==> src/rtl/dram_axi_pkg.sv <==
// Shared constants and FSM state types for the DRAM reader/writer AXI3 masters.
// Both blocks move data in fixed 16-beat, 8-byte-per-beat INCR bursts.
package dram_axi_pkg;

  localparam int unsigned BURST_BEATS    = 16;
  localparam int unsigned BURST_BYTES    = 128;
  localparam logic [3:0]  AXI_LEN_16     = 4'b1111;
  localparam logic [1:0]  AXI_SIZE_8B    = 2'b11;
  localparam logic [1:0]  AXI_BURST_INCR = 2'b01;
  localparam logic [1:0]  RESP_OKAY      = 2'b00;

  typedef enum logic {
    A_IDLE,
    A_ISSUE
  } a_state_e;

  typedef enum logic {
    R_IDLE,
    R_STREAM
  } r_state_e;

endpackage

==> src/rtl/dram_reader.sv <==
// AXI3 read master: fetches a contiguous DRAM region in 128-byte bursts and
// streams the 64-bit beats out on a valid/ready interface with no buffering.
module dram_reader
  import dram_axi_pkg::*;
#(
  parameter int unsigned MAX_OUTSTANDING = 4
) (
  input  logic        ACLK,
  input  logic        ARESETN,
  output logic [31:0] M_AXI_ARADDR,
  output logic        M_AXI_ARVALID,
  input  logic        M_AXI_ARREADY,
  output logic [3:0]  M_AXI_ARLEN,
  output logic [1:0]  M_AXI_ARSIZE,
  output logic [1:0]  M_AXI_ARBURST,
  input  logic [63:0] M_AXI_RDATA,
  input  logic [1:0]  M_AXI_RRESP,
  input  logic        M_AXI_RLAST,
  input  logic        M_AXI_RVALID,
  output logic        M_AXI_RREADY,
  input  logic        CONFIG_VALID,
  output logic        CONFIG_READY,
  input  logic [31:0] CONFIG_START_ADDR,
  input  logic [31:0] CONFIG_NBYTES,
  output logic [63:0] DATA,
  output logic        DATA_VALID,
  input  logic        DATA_READY,
  output logic        ERROR
);

  a_state_e    a_state_q, a_state_d;
  r_state_e    r_state_q, r_state_d;
  logic [31:0] araddr_q, araddr_d;
  logic [24:0] a_count_q, a_count_d;
  logic [28:0] beats_left_q, beats_left_d;
  logic [3:0]  beat_idx_q, beat_idx_d;
  logic [3:0]  outstanding_q, outstanding_d;
  logic        error_q, error_d;

  logic cfg_accept;
  logic streaming;
  logic ar_hs;
  logic beat;
  logic burst_done;
  logic unused_cfg_bits;

  // Sub-burst address/length bits are dropped: jobs are whole aligned bursts.
  assign unused_cfg_bits = ^{CONFIG_START_ADDR[6:0], CONFIG_NBYTES[6:0]};

  assign M_AXI_ARLEN   = AXI_LEN_16;
  assign M_AXI_ARSIZE  = AXI_SIZE_8B;
  assign M_AXI_ARBURST = AXI_BURST_INCR;
  assign M_AXI_ARADDR  = araddr_q;
  assign ERROR         = error_q;

  assign CONFIG_READY  = (a_state_q == A_IDLE) && (r_state_q == R_IDLE);
  assign cfg_accept    = CONFIG_VALID && CONFIG_READY;

  assign M_AXI_ARVALID = (a_state_q == A_ISSUE) &&
                         (32'(outstanding_q) < MAX_OUTSTANDING);
  assign ar_hs         = M_AXI_ARVALID && M_AXI_ARREADY;

  // Read channel is wired straight through to the stream while a job runs.
  assign streaming     = (r_state_q == R_STREAM);
  assign DATA          = M_AXI_RDATA;
  assign DATA_VALID    = streaming && M_AXI_RVALID;
  assign M_AXI_RREADY  = streaming && DATA_READY;
  assign beat          = DATA_VALID && DATA_READY;
  assign burst_done    = beat && (beat_idx_q == 4'hF);

  always_comb begin
    a_state_d     = a_state_q;
    r_state_d     = r_state_q;
    araddr_d      = araddr_q;
    a_count_d     = a_count_q;
    beats_left_d  = beats_left_q;
    beat_idx_d    = beat_idx_q;
    outstanding_d = outstanding_q;
    error_d       = error_q;

    if (cfg_accept) begin
      a_count_d    = CONFIG_NBYTES[31:7];
      beats_left_d = {CONFIG_NBYTES[31:7], 4'b0000};
      araddr_d     = {CONFIG_START_ADDR[31:7], 7'b0};
      beat_idx_d   = '0;
      error_d      = 1'b0;
      if (CONFIG_NBYTES[31:7] != '0) begin
        a_state_d = A_ISSUE;
        r_state_d = R_STREAM;
      end
    end

    if (ar_hs) begin
      araddr_d  = araddr_q + 32'(BURST_BYTES);
      a_count_d = a_count_q - 25'd1;
      if (a_count_q == 25'd1) a_state_d = A_IDLE;
    end

    if (beat) begin
      beats_left_d = beats_left_q - 29'd1;
      beat_idx_d   = beat_idx_q + 4'd1;
      if (beats_left_q == 29'd1) r_state_d = R_IDLE;
      if ((M_AXI_RRESP != RESP_OKAY) || (M_AXI_RLAST != (beat_idx_q == 4'hF)))
        error_d = 1'b1;
    end

    // An issue and a retire in the same cycle cancel out.
    case ({ar_hs, burst_done})
      2'b10:   outstanding_d = outstanding_q + 4'd1;
      2'b01:   outstanding_d = outstanding_q - 4'd1;
      default: outstanding_d = outstanding_q;
    endcase
  end

  always_ff @(posedge ACLK) begin
    if (!ARESETN) begin
      a_state_q     <= A_IDLE;
      r_state_q     <= R_IDLE;
      araddr_q      <= '0;
      a_count_q     <= '0;
      beats_left_q  <= '0;
      beat_idx_q    <= '0;
      outstanding_q <= '0;
      error_q       <= 1'b0;
    end else begin
      a_state_q     <= a_state_d;
      r_state_q     <= r_state_d;
      araddr_q      <= araddr_d;
      a_count_q     <= a_count_d;
      beats_left_q  <= beats_left_d;
      beat_idx_q    <= beat_idx_d;
      outstanding_q <= outstanding_d;
      error_q       <= error_d;
    end
  end

endmodule
==> config.mk <==
export PLATFORM = sky130hd
export DESIGN_NAME = dram_reader
export DESIGN_NICKNAME = d
export VERILOG_FILES = /design/src/rtl/dram_axi_pkg.sv /design/src/rtl/dram_reader.sv
export SDC_FILE = /design/constraint.sdc
export NUM_CORES = 1
export LEC_CHECK = 0
export ABC_AREA = 1
export BUFFER_PORTS_ARGS = -buffer_cell sky130_fd_sc_hd__buf_2
export CAP_MARGIN = 25
export CORE_MARGIN = 8
export CORE_UTILIZATION = 54
export DETAILED_ROUTE_END_ITERATION = 8
export GPL_TIMING_DRIVEN = 0
export PLACE_DENSITY = 0.93
export SLEW_MARGIN = 20
export SYNTH_ARGS = -nofsm -noshare
export SYNTH_HDL_FRONTEND = slang
export SYNTH_SLANG_ARGS = --single-unit
==> constraint.sdc <==
create_clock -name ACLK -period 6 [get_ports ACLK]
set_clock_uncertainty 0.1 [all_clocks]
set_input_delay 0.6 -clock ACLK [delete_from_list [all_inputs] [get_ports ACLK]]
set_output_delay 0.6 -clock ACLK [all_outputs]
set_load 0.01 [all_outputs]
Word level (Yosys, flattened, before mapping)
Cells that the tools add are included.
Cells by class
  equal/unequal tests: 6
  $lt $le $gt $ge: 1
  $add $sub $neg: 6
  reduce and logical (&&, ||, !) cells: 14
  multiplexer cells: 20
  bitwise gates (word level): 2
Operators by type and width (count)
  $mux 32: 2
  $mux 29: 2
  $mux 25: 2
  $add 32x8->32 const B: 1
  $eq 29x1->1 const B: 1
  $sub 29x1->29 const B: 1
  $eq 25x1->1 const B: 1
  $reduce_bool 25->1: 1
  $sub 25x1->25 const B: 1
  $mux 1: 11
  $add 4x1->4 const B: 2
  $logic_and 1x1->1: 8
  $mux 4: 2
  $pmux 4 s2: 1
  $reduce_bool 2->1: 4
  $eq 4x4->1 const B: 1
  $lt 4x3->1 const B: 1
  $sub 4x1->4 const B: 1
  $eq 2x1->1 const B: 1
  $eq 2x2->1 const B: 1
  $not 1->1: 2
  $logic_or 1x1->1: 1
  $ne 1x1->1: 1
Storage, ports and cells
  output and inout port bits: 109
  logic and storage cells: 57
  register bits: 97
  input bits: 137

Depth between registers and ports, before layout
  word-level depth: 6
  mapped depth: 13
  gate-level depth less buffers: 12

Worst setup path after synthesis
OpenSTA, ideal clock, no wires.
  kind: input-to-reg
  start point: input port DATA_READY
  end point: register outstanding_q[2]
  data required time: 5785 ps
  path slack: 3636 ps
  buffers on the path: 1
  data arrival time: 2148 ps
  stages on the path: 12
  setup time: 115 ps
  cell sequence: nand2_1 inv_1 nand2_2 clkbuf_1 nor2_1 ha_1 xor2_1 ha_1 a21oi_1 xnor2_1 o21ai_0 inv_1
Between the ends
  longest elaborated chain between the ends: 4
  elaborated cells on any way between the ends: 6
  those cells by class: eq/ne: 2; mux: 1; reduce/logical: 3
RTL lines
  start: declaration: RTL line dram_reader.sv:27  | input logic DATA_READY,
  $logic_and 1x1->1 (*): RTL line dram_reader.sv:68  | assign beat = DATA_VALID && DATA_READY;
  $logic_and 1x1->1 (*): RTL line dram_reader.sv:69  | assign burst_done = beat && (beat_idx_q == 4'hF);
  $eq 2x1->1 / $eq 2x2->1 (equally long branches): RTL line dram_reader.sv:108  | case ({ar_hs, burst_done})
  $pmux 4 s2 / $reduce_bool 2->1 (equally long branches)
  end signal: assignment: RTL line dram_reader.sv:132  | outstanding_q <= outstanding_d;
  end: declaration: RTL line dram_reader.sv:37  | logic [3:0] outstanding_q, outstanding_d;
Mark *: on every way between the ends. The rest lies on a longest branch, timed or not.
A chain may end at the register's enable or synchronous reset.

Worst setup path in the final report
  start point: register r_state_q
  end point: register outstanding_q[3]
Between the ends
  longest elaborated chain between the ends: 5
  elaborated cells on any way between the ends: 7
  those cells by class: eq/ne: 2; mux: 1; reduce/logical: 4
RTL lines
  start: declaration: RTL line dram_reader.sv:32  | r_state_e r_state_q, r_state_d;
  start signal: assignment: RTL line dram_reader.sv:127  | r_state_q <= r_state_d;
  $logic_and 1x1->1 (*): RTL line dram_reader.sv:66  | assign DATA_VALID = streaming && M_AXI_RVALID;
  $logic_and 1x1->1 (*): RTL line dram_reader.sv:68
  $logic_and 1x1->1 (*): RTL line dram_reader.sv:69
  $eq 2x1->1 / $eq 2x2->1 (equally long branches): RTL line dram_reader.sv:108
  $pmux 4 s2 / $reduce_bool 2->1 (equally long branches)
Marks and branches as above.

==> summary.md <==
| Metric | Value |
|---|---|
| First-pass DRT Iterations | `6` |
| CTS tree | `built` |
| Non-Filler Instances | `around 1400` |
| RePlAce Congestion | `~0.96` |
| Clk pwr share | `0.302` |
| Critical Path Fanout Max | `10` |
| Final core occ | `0.661` |
| Antenna Cells | `0` |
| Cell Rows | `40` |
| Hold Startpoint | `beat_idx_q[3]` |
| Final slew viol count | `0` |
| Distinct cells, synth | `43` |
| Via count | `7746` |
| Sequential group share of total power | `0.368` |
| Via-to-Cell Ratio | `roughly 5.5` |
| Clock Path Buffers | `2` |
| CTS Buf Count | `9` |
| Minimum clock period | `about 2.5 ns` |
| Worst-path clk slew | `about 0.06 ns` |
| Layout Nets | `between 1000 and 1500` |
| Ys Warns | `0` |
| GRT Util Overall | `0.268` |
| Outcome | `complete, no violations` |
| Final ANT Viol Nets | `0` |
| Placed cells | `between 1000 and 1500` |
| Vias in the first global route | `7211` |
| P_sw | `between 0.7 and 0.8 mW` |
| Commonest non-fill, non-tap cell in the layout | `nand2_1` |
| PortBufs | `152` |
| Drt drc | `0` |
| Period utilization | `0.419` |
| WL final | `approximately 23 mm` |
| Post_cts resized | `0` |
| Synthesized area per cell | `6.14 sq um` |
| Seq/Total Area, Yosys | `0.270` |
| Max frequency | `between 300 and 400 MHz` |
| Placed inst area | `0.00766 sq mm` |
| Initial antenna violation count | `0` |
| Final Hold Viols | `0` |
| Crit. End Element | `flip-flop` |
| Crit Path Category | `reg -> reg` |
| FILL cells | `1100` |
| P_int | `between 1 and 1.5 mW` |
| Crit path DAT | `around 2.7 ns` |
| Die X-Extent | `around 130 um` |
| Clock Tree Root | `clkbuf_16` |
| Worst slew margin | `0.492` |
| RSZ-0062 raised after global routing | `no` |
| Synth area leaders | `dfxtp_1, nand2_1, buf_4, nand3_1, inv_1` |
| Synth-to-Final Area Change | `19.2%` |
| # hold bufs at CTS | `0` |
| Switching Share | `0.374` |
| Comb pwr share | `0.329` |
| Layout cells sized above 1 | `0.232` |
| Num ports | `roughly 250` |
| Critical path required time | `about 6.2 ns` |
| Yosys top cell by area | `dfxtp_1` |
| Startpoint types | `flip-flop` |
| Starting Density | `0.555` |
| Hold Crit Class | `reg -> reg` |
| Final setup fails | `0` |
| Most frequent cells in the layout | `nand2_1, buf_2, inv_1` |
| Post-CTS setup buffers | `0` |
| Mapped Area | `between 0.006 and 0.007 sq mm` |
| Fin area | `between 0.007 and 0.008 sq mm` |
| Skew-Pair Late Insertion Delay | `~0.36 ns` |
| Worst Slack Setup Final | `3.49 ns` |
| Max Cap Viol | `0` |
| Synth top area share | `0.270` |
| DP HPWL | `approximately 18 mm` |
| Routed length per placed instance | `16.1 um` |
| Final TNS setup | `0 ns` |
| Pin count of the biggest net entering global routing | `15` |
| Htree depth | `3` |
| Chip height | `around 130 um` |
| Core area | `around 0.012 sq mm` |
| Setup WS pre-CTS | `~3.2 ns` |
| Static Leakage | `~4.0 nW` |
| Worst r2r src | `r_state_q` |
| Tightest Pin Transition | `0.763 ns` |
| Synthesized flop and latch total | `90` |
| PD cells | `241 mW/mm^2` |
| Total chip power | `1.92 mW` |
| Hold slack | `between 0.3 and 0.4 ns` |
| Critical path startpoint | `r_state_q` |
| First-pass GRT wire length | `roughly 35 mm` |
| Die area | `0.0161 sq mm` |
| Mapped Cells | `about 1100` |
| Worst IR Drop VDD | `around 0.13 mV` |
| CTS sink cnt | `90` |
| Total gr overflow | `0` |
| DRT iter0 DRCs | `a little over 800` |
layout make-up:
cell class	instances	area, sq um	share of cell area
timing repair buffer	152	761	0.0958
clock inverter	5	55.1	0.00693
sequential	90	1800	0.227
clock buffer	11	233	0.0293
buffer	111	754	0.0950
tap	147	184	0.0232
multi-input combinational	769	3670	0.462
inverter	129	484	0.0610
logic make-up after synthesis:
logic type | synth area share
and+or+nand+nor | 0.380
buffers and inverters | 0.186
AOI/OAI and AO/OA | 0.132
DFF | 0.270
xor gates and xnor gates | 0.0131
adders and majority gates | 0.0169
other | 0.00113
cells in the mapped netlist (all sizes together):
master and count:
a211oi 1, a21boi 1, a21oi 54, a221oi 1, a22oi 1, a311oi 1, a31oi 19, and2 3
buf 99, clkbuf 12, conb 2, dfxtp 90, ha 9, inv 129, nand2 306, nand3 96
nand3b 5, nand4 14, nor2 136, nor3 10, nor4 3, o211ai 18, o21a 5, o21ai 46
o221ai 2, o22ai 4, o31ai 1, or2 8, xnor2 1, xor2 9
power by group through the flow:
stage	Clock, mW	Combinational, mW	Sequential [mW]
after floorplan	0	0.430	0.709
after global placement	0	0.602	0.714
after detailed placement	0	0.613	0.715
after CTS	0.577	0.616	0.703
after global routing	0.602	0.695	0.711
final	0.579	0.631	0.706
layer usage:
layer / global-route usage / share of wire / up-vias / wire length, um
met5: 0 / 0 / - / 0
met4: 0.118 / 0.029 / 0 / 656
met3: 0.0620 / 0.12 / 58 / 2640
met2: 0.450 / 0.47 / 482 / 10700
met1: 0.319 / 0.38 / 3466 / 8700
li1: - / - / 3740 / -
critical path, cell delays in order, from the launching register on:
cell	delay [ns]
dfxtp_1	0.34
nand2_1	0.06
inv_1	0.05
nand2_2	0.14
clkbuf_1	0.45
nor2_1	0.17
ha_1	0.29
xor2_1	0.22
nand3_1	0.14
a21oi_1	0.16
o21ai_0	0.13
nand2_1	0.07
nand2_1	0.04
nor2_1	0.09
flip-flops by register name (all words and copies together) (netlist names):
name,count
outstanding_q,4
r_state_q,1
beat_idx_q,4
a_state_q,1
M_AXI_ARADDR,25
ERROR,1
a_count_q,25
beats_left_q,29
final timing paths:
kind                                    endpoint  slack (ns)  depth (start not counted)
worst max register to register  outstanding_q[3]        3.49                         13
worst min register to register     beat_idx_q[3]        0.37                          1
worst min-delay path               beat_idx_q[3]        0.37                          1
worst max-delay path            outstanding_q[3]        3.49                         13
No activity file was read; power rests on OpenSTA's default activity.
